`src/rtl/addsub_pkg.sv`:
```
// Shared definitions for the pipelined adder/subtractor.
// Latency: n/a (types, constants and an elaboration-time helper only).
// Backpressure: n/a.
// Contents: default geometry, add/sub mode encodings, segment width helper.
package addsub_pkg;

   localparam int DEF_WIDTH  = 32;
   localparam int DEF_STAGES = 4;

   // Encoding of the in_sub control bit.
   localparam logic MODE_ADD = 1'b0;
   localparam logic MODE_SUB = 1'b1;

   // Bits handled by each carry segment. WIDTH must be a multiple of STAGES.
   function automatic int seg_width(input int width, input int stages);
      return width / stages;
   endfunction

endpackage

```
`src/rtl/addsub_segment.sv`:
```
// One registered carry segment: SEG-bit a + b + cin, registered sum and carry out.
// Latency: 1 cycle, register updates only when en=1.
// Backpressure: en=0 holds sum/cout/c_msb unchanged.
// Ports: clk, rst (sync, active-high), en, a, b, cin -> sum, cout, c_msb
//        (c_msb = carry into bit SEG-1, used by the top segment for overflow).
module addsub_segment
   import addsub_pkg::*;
#(
   parameter int SEG = 8
) (
   input  logic           clk,
   input  logic           rst,
   input  logic           en,
   input  logic [SEG-1:0] a,
   input  logic [SEG-1:0] b,
   input  logic           cin,
   output logic [SEG-1:0] sum,
   output logic           cout,
   output logic           c_msb
);

   logic [SEG:0] total;
   logic         c_msb_d;

   always_comb begin
      total   = {1'b0, a} + {1'b0, b} + {{SEG{1'b0}}, cin};
      // The carry that entered the MSB is recovered from the MSB sum bit:
      // s = a ^ b ^ c  =>  c = s ^ a ^ b. Works for SEG=1 as well (c = cin).
      c_msb_d = total[SEG-1] ^ a[SEG-1] ^ b[SEG-1];
   end

   always_ff @(posedge clk) begin
      if (rst) begin
         sum   <= '0;
         cout  <= 1'b0;
         c_msb <= 1'b0;
      end else if (en) begin
         sum   <= total[SEG-1:0];
         cout  <= total[SEG];
         c_msb <= c_msb_d;
      end
   end

endmodule

```
`src/rtl/pipelined_addsub.sv`:
```
// Carry-pipelined two's-complement adder/subtractor, STAGES segments of WIDTH/STAGES bits.
// Latency: STAGES cycles from acceptance to out_valid; 1 beat/cycle throughput.
// Backpressure: whole pipe freezes while out_valid & ~out_ready; in_ready = ~(out_valid & ~out_ready).
// Ports: clk, rst (sync, active-high)
//        in_valid/in_ready, in_a, in_b, in_cin (add mode only), in_sub (0 add, 1 subtract)
//        out_valid/out_ready, out_sum, out_cout (sub mode: 1 = no borrow), out_ovf (signed overflow)
module pipelined_addsub
   import addsub_pkg::*;
#(
   parameter int WIDTH  = DEF_WIDTH,
   parameter int STAGES = DEF_STAGES
) (
   input  logic             clk,
   input  logic             rst,
   input  logic             in_valid,
   output logic             in_ready,
   input  logic [WIDTH-1:0] in_a,
   input  logic [WIDTH-1:0] in_b,
   input  logic             in_cin,
   input  logic             in_sub,
   output logic             out_valid,
   input  logic             out_ready,
   output logic [WIDTH-1:0] out_sum,
   output logic             out_cout,
   output logic             out_ovf
);

   localparam int SEG = seg_width(WIDTH, STAGES);

   logic             adv;
   logic [WIDTH-1:0] b_eff;
   logic             c0;

   // The only stall condition is a result the consumer has not taken yet.
   // Bubbles are not squeezed out, so a single advance signal moves every stage.
   assign adv      = ~(out_valid & ~out_ready);
   assign in_ready = adv;

   // Subtraction is A + ~B + 1; in_cin is ignored in that mode.
   assign b_eff = (in_sub == MODE_SUB) ? ~in_b : in_b;
   assign c0    = (in_sub == MODE_SUB) ? 1'b1 : in_cin;

   // Stage k adds operand slice k. Its operand registers (op_a/op_b) carry
   // slices k..STAGES-1 (the not-yet-added upper bits, shrinking each stage);
   // acc collects slices 0..k of the sum (growing each stage), so the final
   // stage's acc is the complete, aligned result.
   for (genvar k = 0; k < STAGES; k++) begin : g_stage
      localparam int OW = WIDTH - k * SEG;   // operand bits still pending
      localparam int AW = (k + 1) * SEG;     // sum bits complete after this stage

      logic [OW-1:0]  op_a;
      logic [OW-1:0]  op_b;
      logic           cin_k;
      logic           vld;
      logic [SEG-1:0] seg_sum;
      logic           cout;
      logic           c_msb;
      logic [AW-1:0]  acc;

      if (k == 0) begin : g_head
         // Stage 0 adds straight from the input port in the acceptance cycle.
         assign op_a  = in_a;
         assign op_b  = b_eff;
         assign cin_k = c0;
         assign acc   = seg_sum;

         always_ff @(posedge clk) begin
            if (rst) begin
               vld <= 1'b0;
            end else if (adv) begin
               vld <= in_valid;
            end
         end
      end else begin : g_body
         // Deskew: lower sum slices wait here for their upper slices.
         logic [k*SEG-1:0] lo_q;

         always_ff @(posedge clk) begin
            if (rst) begin
               vld  <= 1'b0;
               op_a <= '0;
               op_b <= '0;
               lo_q <= '0;
            end else if (adv) begin
               vld  <= g_stage[k-1].vld;
               // Skew: drop the slice the previous stage just consumed.
               op_a <= g_stage[k-1].op_a[OW+SEG-1:SEG];
               op_b <= g_stage[k-1].op_b[OW+SEG-1:SEG];
               lo_q <= g_stage[k-1].acc;
            end
         end

         assign cin_k = g_stage[k-1].cout;
         assign acc   = {seg_sum, lo_q};
      end

      addsub_segment #(
         .SEG (SEG)
      ) u_seg (
         .clk   (clk),
         .rst   (rst),
         .en    (adv),
         .a     (op_a[SEG-1:0]),
         .b     (op_b[SEG-1:0]),
         .cin   (cin_k),
         .sum   (seg_sum),
         .cout  (cout),
         .c_msb (c_msb)
      );

      // Only the top segment's MSB carry matters (overflow); lower taps are dropped.
      if (k < STAGES - 1) begin : g_tap
         logic c_msb_unused;
         assign c_msb_unused = c_msb;
      end
   end

   assign out_valid = g_stage[STAGES-1].vld;
   assign out_sum   = g_stage[STAGES-1].acc;
   assign out_cout  = g_stage[STAGES-1].cout;
   // Signed overflow: carry into the MSB differs from carry out of it.
   assign out_ovf   = g_stage[STAGES-1].c_msb ^ g_stage[STAGES-1].cout;

endmodule

```
`config.mk`:
```
export PLATFORM = sky130hd
export DESIGN_NAME = pipelined_addsub
export DESIGN_NICKNAME = d
export VERILOG_FILES = /design/src/rtl/addsub_pkg.sv /design/src/rtl/addsub_segment.sv /design/src/rtl/pipelined_addsub.sv
export SDC_FILE = /design/constraint.sdc
export NUM_CORES = 1
export LEC_CHECK = 0
export CORE_ASPECT_RATIO = 1.75
export CORE_UTILIZATION = 40
export CTS_CLUSTER_DIAMETER = 30
export DETAILED_ROUTE_END_ITERATION = 6
export PLACE_DENSITY = 0.57
export SETUP_SLACK_MARGIN = 0.1
export SLEW_MARGIN = 20
export SYNTH_ARGS = -nofsm -noshare
export SYNTH_HDL_FRONTEND = slang
export SYNTH_SLANG_ARGS = --single-unit
```
`constraint.sdc`:
```
create_clock -name clk -period 3.8 [get_ports clk]
set_input_delay 0.76 -clock clk [delete_from_list [all_inputs] [get_ports clk]]
set_output_delay 0.76 -clock clk [all_outputs]
set_load 0.05 [all_outputs]
```
==> impl_metrics.env, run 1 <==
export IMPL_area_growth_pct=21.01
export IMPL_diodes=0
export IMPL_maxCapViolCount=0
export IMPL_total_power_uw=4372
export IMPL_startpoint_type="primary input"
export IMPL_via_per_inst=5.028
export IMPL_rsz0062_at_grt="no"
export IMPL_drive_above_1_share=0.04415
export IMPL_fp_dieArea_um2=20500
export IMPL_worstMarginPinSlew_ns=0.8317
export IMPL_clock_power_share=0.385
export IMPL_synth_edf_count=0
export IMPL_multi_input_area_um2=3897
export IMPL_hold_path_depth=2
export IMPL_final_cell_mix="nand2_1, dfxtp_1, a21oi_1, clkdlybuf4s50_1, nor2_1"
export IMPL_synth_compound_area_frac=0.1777
export IMPL_sw_frac_of_total=0.2614
export IMPL_synth_adder_area_share=0.06411
export IMPL_yosys_area_share_simple=0.2038
export IMPL_syn_avg_cell_area_um2=8.217
export IMPL_pin_count=106
export IMPL_hold_buffers=0
export IMPL_overflow=0
export IMPL_combPwrFrac=0.126
export IMPL_power_density_nw_per_um2=453.8
export IMPL_cts_tree="yes"
export IMPL_switching_power_uw=1143
export IMPL_ctsHtreeMaxLevel=4
export IMPL_status="finished, final reports clean"
export IMPL_grt_pass1_vias=6060
export IMPL_leakage_uw=0.003700
export IMPL_fp_dieW_um=108.7
export IMPL_finalHoldViolations=0
export IMPL_max_slew_margin=0.4456
export IMPL_setup_tns_ns=0
export IMPL_vias=6451
export IMPL_synth_nets=1075
export IMPL_drt_total_wl_mm=17.39
export IMPL_placed_cell_area_um2=9085
export IMPL_synthFlopType="dfxtp_1"
export IMPL_hold_class="reg2reg"
export IMPL_synth_top_family_by_area="simple AND/OR/NAND/NOR gates"
export IMPL_cts_resized_gates=0
export IMPL_start_util=0.4112
export IMPL_rows=67
export IMPL_synth_async_reset_ratio=0
export IMPL_synth_distinct_cells=47
export IMPL_yosysSeqAreaShare=0.4651
export IMPL_r2r_start="g_stage[2].u_seg.cout"
export IMPL_drtIter0Drc=360
export IMPL_min_period_over_period=0.6979
export IMPL_clkTransAtPathRegs_ns=0.06
export IMPL_grt_util_all_layers=0.1781
export IMPL_reg2regPathDepth=7
export IMPL_nFillCells=1951
export IMPL_finClkSkew_ns=0.009006
export IMPL_coreArea_um2=19360
export IMPL_slew_violations=0
export IMPL_dr_pass1_iters=4
export IMPL_critPathKind="in2out"
export IMPL_postCtsSetupRepairBufs=0
export IMPL_final_area_um2=9635
export IMPL_clk_latency_ns=0.43
export IMPL_cts_sinks=185
export IMPL_final_util=0.4976
export IMPL_synth_seq_cells=185
export IMPL_synthXorXnorAreaFrac=0.04290
export IMPL_fmax_ghz=0.3771
export IMPL_arrival_ns=1.89
export IMPL_port_buffers=105
export IMPL_internal_power_uw=3230
export IMPL_ant_nets=0
export IMPL_syn_area_um2=7963
export IMPL_routedWlPerCell_um=13.55
export IMPL_synth_mux_area_frac=0
export IMPL_register_area_um2=3704
export IMPL_post_route_min_period_ns=2.652
export IMPL_cts_root_buf="clkbuf_16"
export IMPL_grt_max_degree=181
export IMPL_antenna_found_initial=0
export IMPL_gp_congestion=0.7493
export IMPL_seq_power_share=0.489
export IMPL_setup_viol=0
export IMPL_peakVddDrop_v=0.0002504
export IMPL_startpoint="out_ready"
export IMPL_nets=1136
export IMPL_numCtsBuffers=17
export IMPL_synthCells=969
export IMPL_fp_dieH_um=188.6
export IMPL_grt_pass1_wl_mm=29.20
export IMPL_min_from="g_stage[1].op_a[23]"
export IMPL_drc=0
export IMPL_dpl_hpwl_mm=11.08
export IMPL_worstSetupEndpointType="output pin"
export IMPL_worstPathRequired_ns=3.04
export IMPL_crit_fanout=60
export IMPL_ys_warnings_count=0
export IMPL_clk_path_buf_depth=2
export IMPL_layout_commonest_cell="nand2_1"
per-stage QoR:
stage          std cells  setup slack [ns]  hold slack, ns
5_1_grt             1283            0.9872          0.4620
2_1_floorplan        969            0.9320          0.4319
4_1_cts             1283             1.127          0.4493
3_3_place_gp        1252            0.7598          0.4375
3_5_place_dp        1252            0.7193          0.4428
6_report            1283             1.148          0.4494
final cells by class:
| type | instances | share of cell area |
|---|---|---|
| clock inverter | 13 | 0.01260 |
| inverter | 10 | 0.004415 |
| sequential | 185 | 0.3844 |
| tap | 241 | 0.03129 |
| clock buffer | 18 | 0.04454 |
| timing repair buffer | 111 | 0.1183 |
| multi-input combinational | 705 | 0.4045 |
worst paths after layout:
kind | end | slack, ns
worst min-delay path | g_stage[1].op_a[23] | 0.45
worst max register to register | g_stage[3].u_seg.cout | 1.46
worst max-delay path | in_ready | 1.15
worst min register to register | g_stage[1].op_a[23] | 0.45
power groups by stage:
| stage | Combinational, µW | Clock [µW] | Sequential (µW) |
|---|---|---|---|
| 6_report | 550 | 1680 | 2140 |
| 5_1_grt | 614 | 1810 | 2160 |
| 4_1_cts | 558 | 1730 | 2140 |
| 3_5_place_dp | 554 | 0 | 2180 |
| 3_3_place_gp | 549 | 0 | 2180 |
| 2_1_floorplan | 328 | 0 | 2210 |
cell usage after synthesis, drive strengths merged, types with 2 or more instances:
master,n,share of area
a221oi,5,0.0063
and3,6,0.0047
a21oi,148,0.093
o211ai,4,0.0044
o21a,8,0.0075
buf,24,0.018
o21ai,23,0.014
nor4,3,0.0024
nand4,2,0.0016
o31ai,3,0.0028
xor2,10,0.011
a211o,5,0.0055
nor3,9,0.0057
clkbuf,45,0.024
or3,2,0.0016
xnor2,29,0.032
dfxtp,185,0.47
nor2b,6,0.0047
nand2,282,0.13
nor2,38,0.018
a31oi,3,0.0024
and2,3,0.0024
nor4b,6,0.0066
a211oi,34,0.033
a21o,3,0.0030
ha,28,0.044
nand2b,6,0.0047
inv,10,0.0047
o22ai,3,0.0024
fa,8,0.020
or4,8,0.0075
nand3,15,0.0094
o21bai,2,0.0019
registers in the layout, summed over array words and instances (netlist names):
signal               cells
g_stage.g_body.lo_q     48
g_stage.u_seg.cout       4
g_stage.op_a            48
g_stage.op_b            48
g_stage.u_seg.c_msb      1
out_valid                1
g_stage.vld              3
g_stage.u_seg.sum       32
critical path, stage by stage:
cell             delay, ns
clkdlybuf4s50_1       0.51
nor2b_4               0.07
inv_6                 0.34
buf_12                0.20
logic make-up (layout without fill, tap and decap cells):
logic type,count (synthesis),in the layout
buffers and inverters,79,152
AND/OR/NAND/NOR,388,388
AO/OA/AOI/OAI,242,242
adder cells (fa/ha/maj),36,36
flip-flops,185,185
XOR/XNOR,39,39
metal layers:
layer | part of all wire | track usage
met1 | 0.47 | 0.2340
met2 | 0.49 | 0.2902
met3 | 0.024 | 0.02836
met4 | 0.014 | 0.06549
met5 | 0 | 0
Power figures use the tool's default switching activity.
==> run 2: changes to the inputs <==
==> constraint.sdc (replaced) <==
create_clock -name clk -period 2.6 [get_ports clk]
set_input_delay 0.52 -clock clk [delete_from_list [all_inputs] [get_ports clk]]
set_output_delay 0.52 -clock clk [all_outputs]
set_load 0.05 [all_outputs]
==> impl_metrics.env, run 2 (synthesized netlist as in run 1, its figures left out) <==
export IMPL_fp_dieArea_um2=20500
export IMPL_maxCapViolCount=0
export IMPL_setup_viol=0
export IMPL_ant_nets=0
export IMPL_gp_congestion=0.7699
export IMPL_grt_util_all_layers=0.1752
export IMPL_max_slew_margin=0.5184
export IMPL_finalHoldViolations=0
export IMPL_final_cell_mix="nand2_1, dfxtp_1, a21oi_1, clkdlybuf4s50_1, nor2_1"
export IMPL_vias=6519
export IMPL_worstPathRequired_ns=2.08
export IMPL_top_regs="g_stage.g_body.lo_q (48), g_stage.op_a (48), g_stage.op_b (48)"
export IMPL_fp_dieH_um=188.6
export IMPL_hold_buffers=0
export IMPL_cts_tree="yes"
export IMPL_clock_power_share=0.385
export IMPL_cts_sinks=185
export IMPL_cts_root_buf="clkbuf_16"
export IMPL_status="finished, final reports clean"
export IMPL_post_route_min_period_ns=2.321
export IMPL_grt_pass1_wl_mm=28.63
export IMPL_drc=0
export IMPL_clk_latency_ns=0.43
export IMPL_grt_busiest_layer="met2"
export IMPL_antenna_found_initial=0
export IMPL_seq_power_share=0.487
export IMPL_cts_resized_gates=0
export IMPL_fin_cells=1294
export IMPL_numCtsBuffers=17
export IMPL_via_per_inst=5.038
export IMPL_crit_fanout=3
export IMPL_clkTransAtPathRegs_ns=0.07
export IMPL_clk_path_buf_depth=2
export IMPL_combPwrFrac=0.129
export IMPL_slew_violations=0
export IMPL_rows=67
export IMPL_switching_power_uw=1745
export IMPL_postCtsSetupRepairBufs=0
export IMPL_critPathKind="reg2out"
export IMPL_dpl_hpwl_mm=11.62
export IMPL_pin_count=106
export IMPL_min_period_over_period=0.8926
export IMPL_arrival_ns=1.80
export IMPL_power_density_nw_per_um2=658.2
export IMPL_dr_pass1_iters=4
export IMPL_peakVddDrop_v=0.0004651
export IMPL_coreArea_um2=19360
export IMPL_place_inst=1262
export IMPL_finClkSkew_ns=0.007308
export IMPL_worstSetupEndpointType="output pin"
export IMPL_startpoint_type="flop"
export IMPL_worstMarginPinSlew_ns=0.7216
export IMPL_port_buffers=105
export IMPL_fp_dieW_um=108.7
export IMPL_area_growth_pct=22.49
export IMPL_grtUsageMet2=0.2899
export IMPL_layout_commonest_cell="nand2_1"
export IMPL_routedWlPerCell_um=13.29
export IMPL_internal_power_uw=4674
export IMPL_start_util=0.4112
export IMPL_drive_above_1_share=0.05983
export IMPL_setup_tns_ns=0
export IMPL_rsz0062_at_grt="no"
export IMPL_hold_ws_ns=0.3621
export IMPL_sw_frac_of_total=0.2718
export IMPL_nets=1146
export IMPL_leakage_uw=0.003756
export IMPL_grtUsageMet1=0.2274
export IMPL_ctsHtreeMaxLevel=4
export IMPL_drtIter0Drc=272
export IMPL_diodes=0
export IMPL_gr_usage_met3=0.02629
export IMPL_hold_class="in2reg"
export IMPL_grt_pass1_vias=6038
export IMPL_fmax_ghz=0.4309
export IMPL_drt_total_wl_mm=17.20
export IMPL_grt_max_degree=124
export IMPL_overflow=0
==> run 2: worst paths after layout <==
kind / from / endpoint / slack, ns / depth (start not counted)
max: g_stage[3].u_seg.cout / out_ovf / 0.28 / 2
min: rst / g_stage[1].u_seg.sum[1] / 0.36 / 2
max reg2reg: g_stage[2].u_seg.cout / g_stage[3].u_seg.cout / 0.31 / 7
min reg2reg: g_stage[3].g_body.lo_q[4] / g_stage[3].g_body.lo_q[4] / 0.45 / 2
==> run 2: cell type report <==
cell class | count | area, µm²
Fill cell | 1945 | 9612
Multi-Input combinational cell | 705 | 3916
Sequential cell | 185 | 3704
Timing Repair Buffer | 121 | 1227
Clock buffer | 17 | 425.4
Tap cell | 241 | 301.5
Clock inverter | 15 | 136.4
Inverter | 10 | 42.54
==> run 2: per-stage QoR <==
step	instance area (µm²)	util	power [µW]	worst slack, ns
after detailed placement	9191	0.4746	4023	-0.1488
after global routing	9753	0.5037	6713	0.1231
after floorplan	7998	-	3724	0.1219
after CTS	9753	0.5037	6506	0.2485
final	9753	0.5037	6419	0.2792
after global placement	9191	0.4746	4012	-0.1174
==> run 2: metal layers <==
layer  wire (µm)  share of wire
met4         261          0.015
met2        8429           0.49
met1        8135           0.47
met3         375          0.022
met5           0              0
==> run 2: power groups by stage <==
stage          logic [µW]  registers, µW  clock network [µW]
2_1_floorplan         491           3230                   0
3_3_place_gp          824           3190                   0
3_5_place_dp          831           3190                   0
4_1_cts               836           3130                2540
5_1_grt               918           3150                2650
6_report              825           3120                2470
==> run 2: critical path, cell delays in order (launching register included) <==
cell and delay (ns):
dfxtp_1 0.39, xor2_1 0.17, clkdlybuf4s50_1 0.81
==> run 3: changes to the inputs <==
--- a/config.mk
+++ b/config.mk
@@ -11,7 +11,9 @@
 export DETAILED_ROUTE_END_ITERATION = 6
 export PLACE_DENSITY = 0.57
 export SETUP_SLACK_MARGIN = 0.1
+export SKIP_LAST_GASP = 1
 export SLEW_MARGIN = 20
 export SYNTH_ARGS = -nofsm -noshare
 export SYNTH_HDL_FRONTEND = slang
 export SYNTH_SLANG_ARGS = --single-unit
+export TNS_END_PERCENT = 30
==> results of run 3 <==
Same layout as run 2: the final DEF is identical, and so are final timing and power.
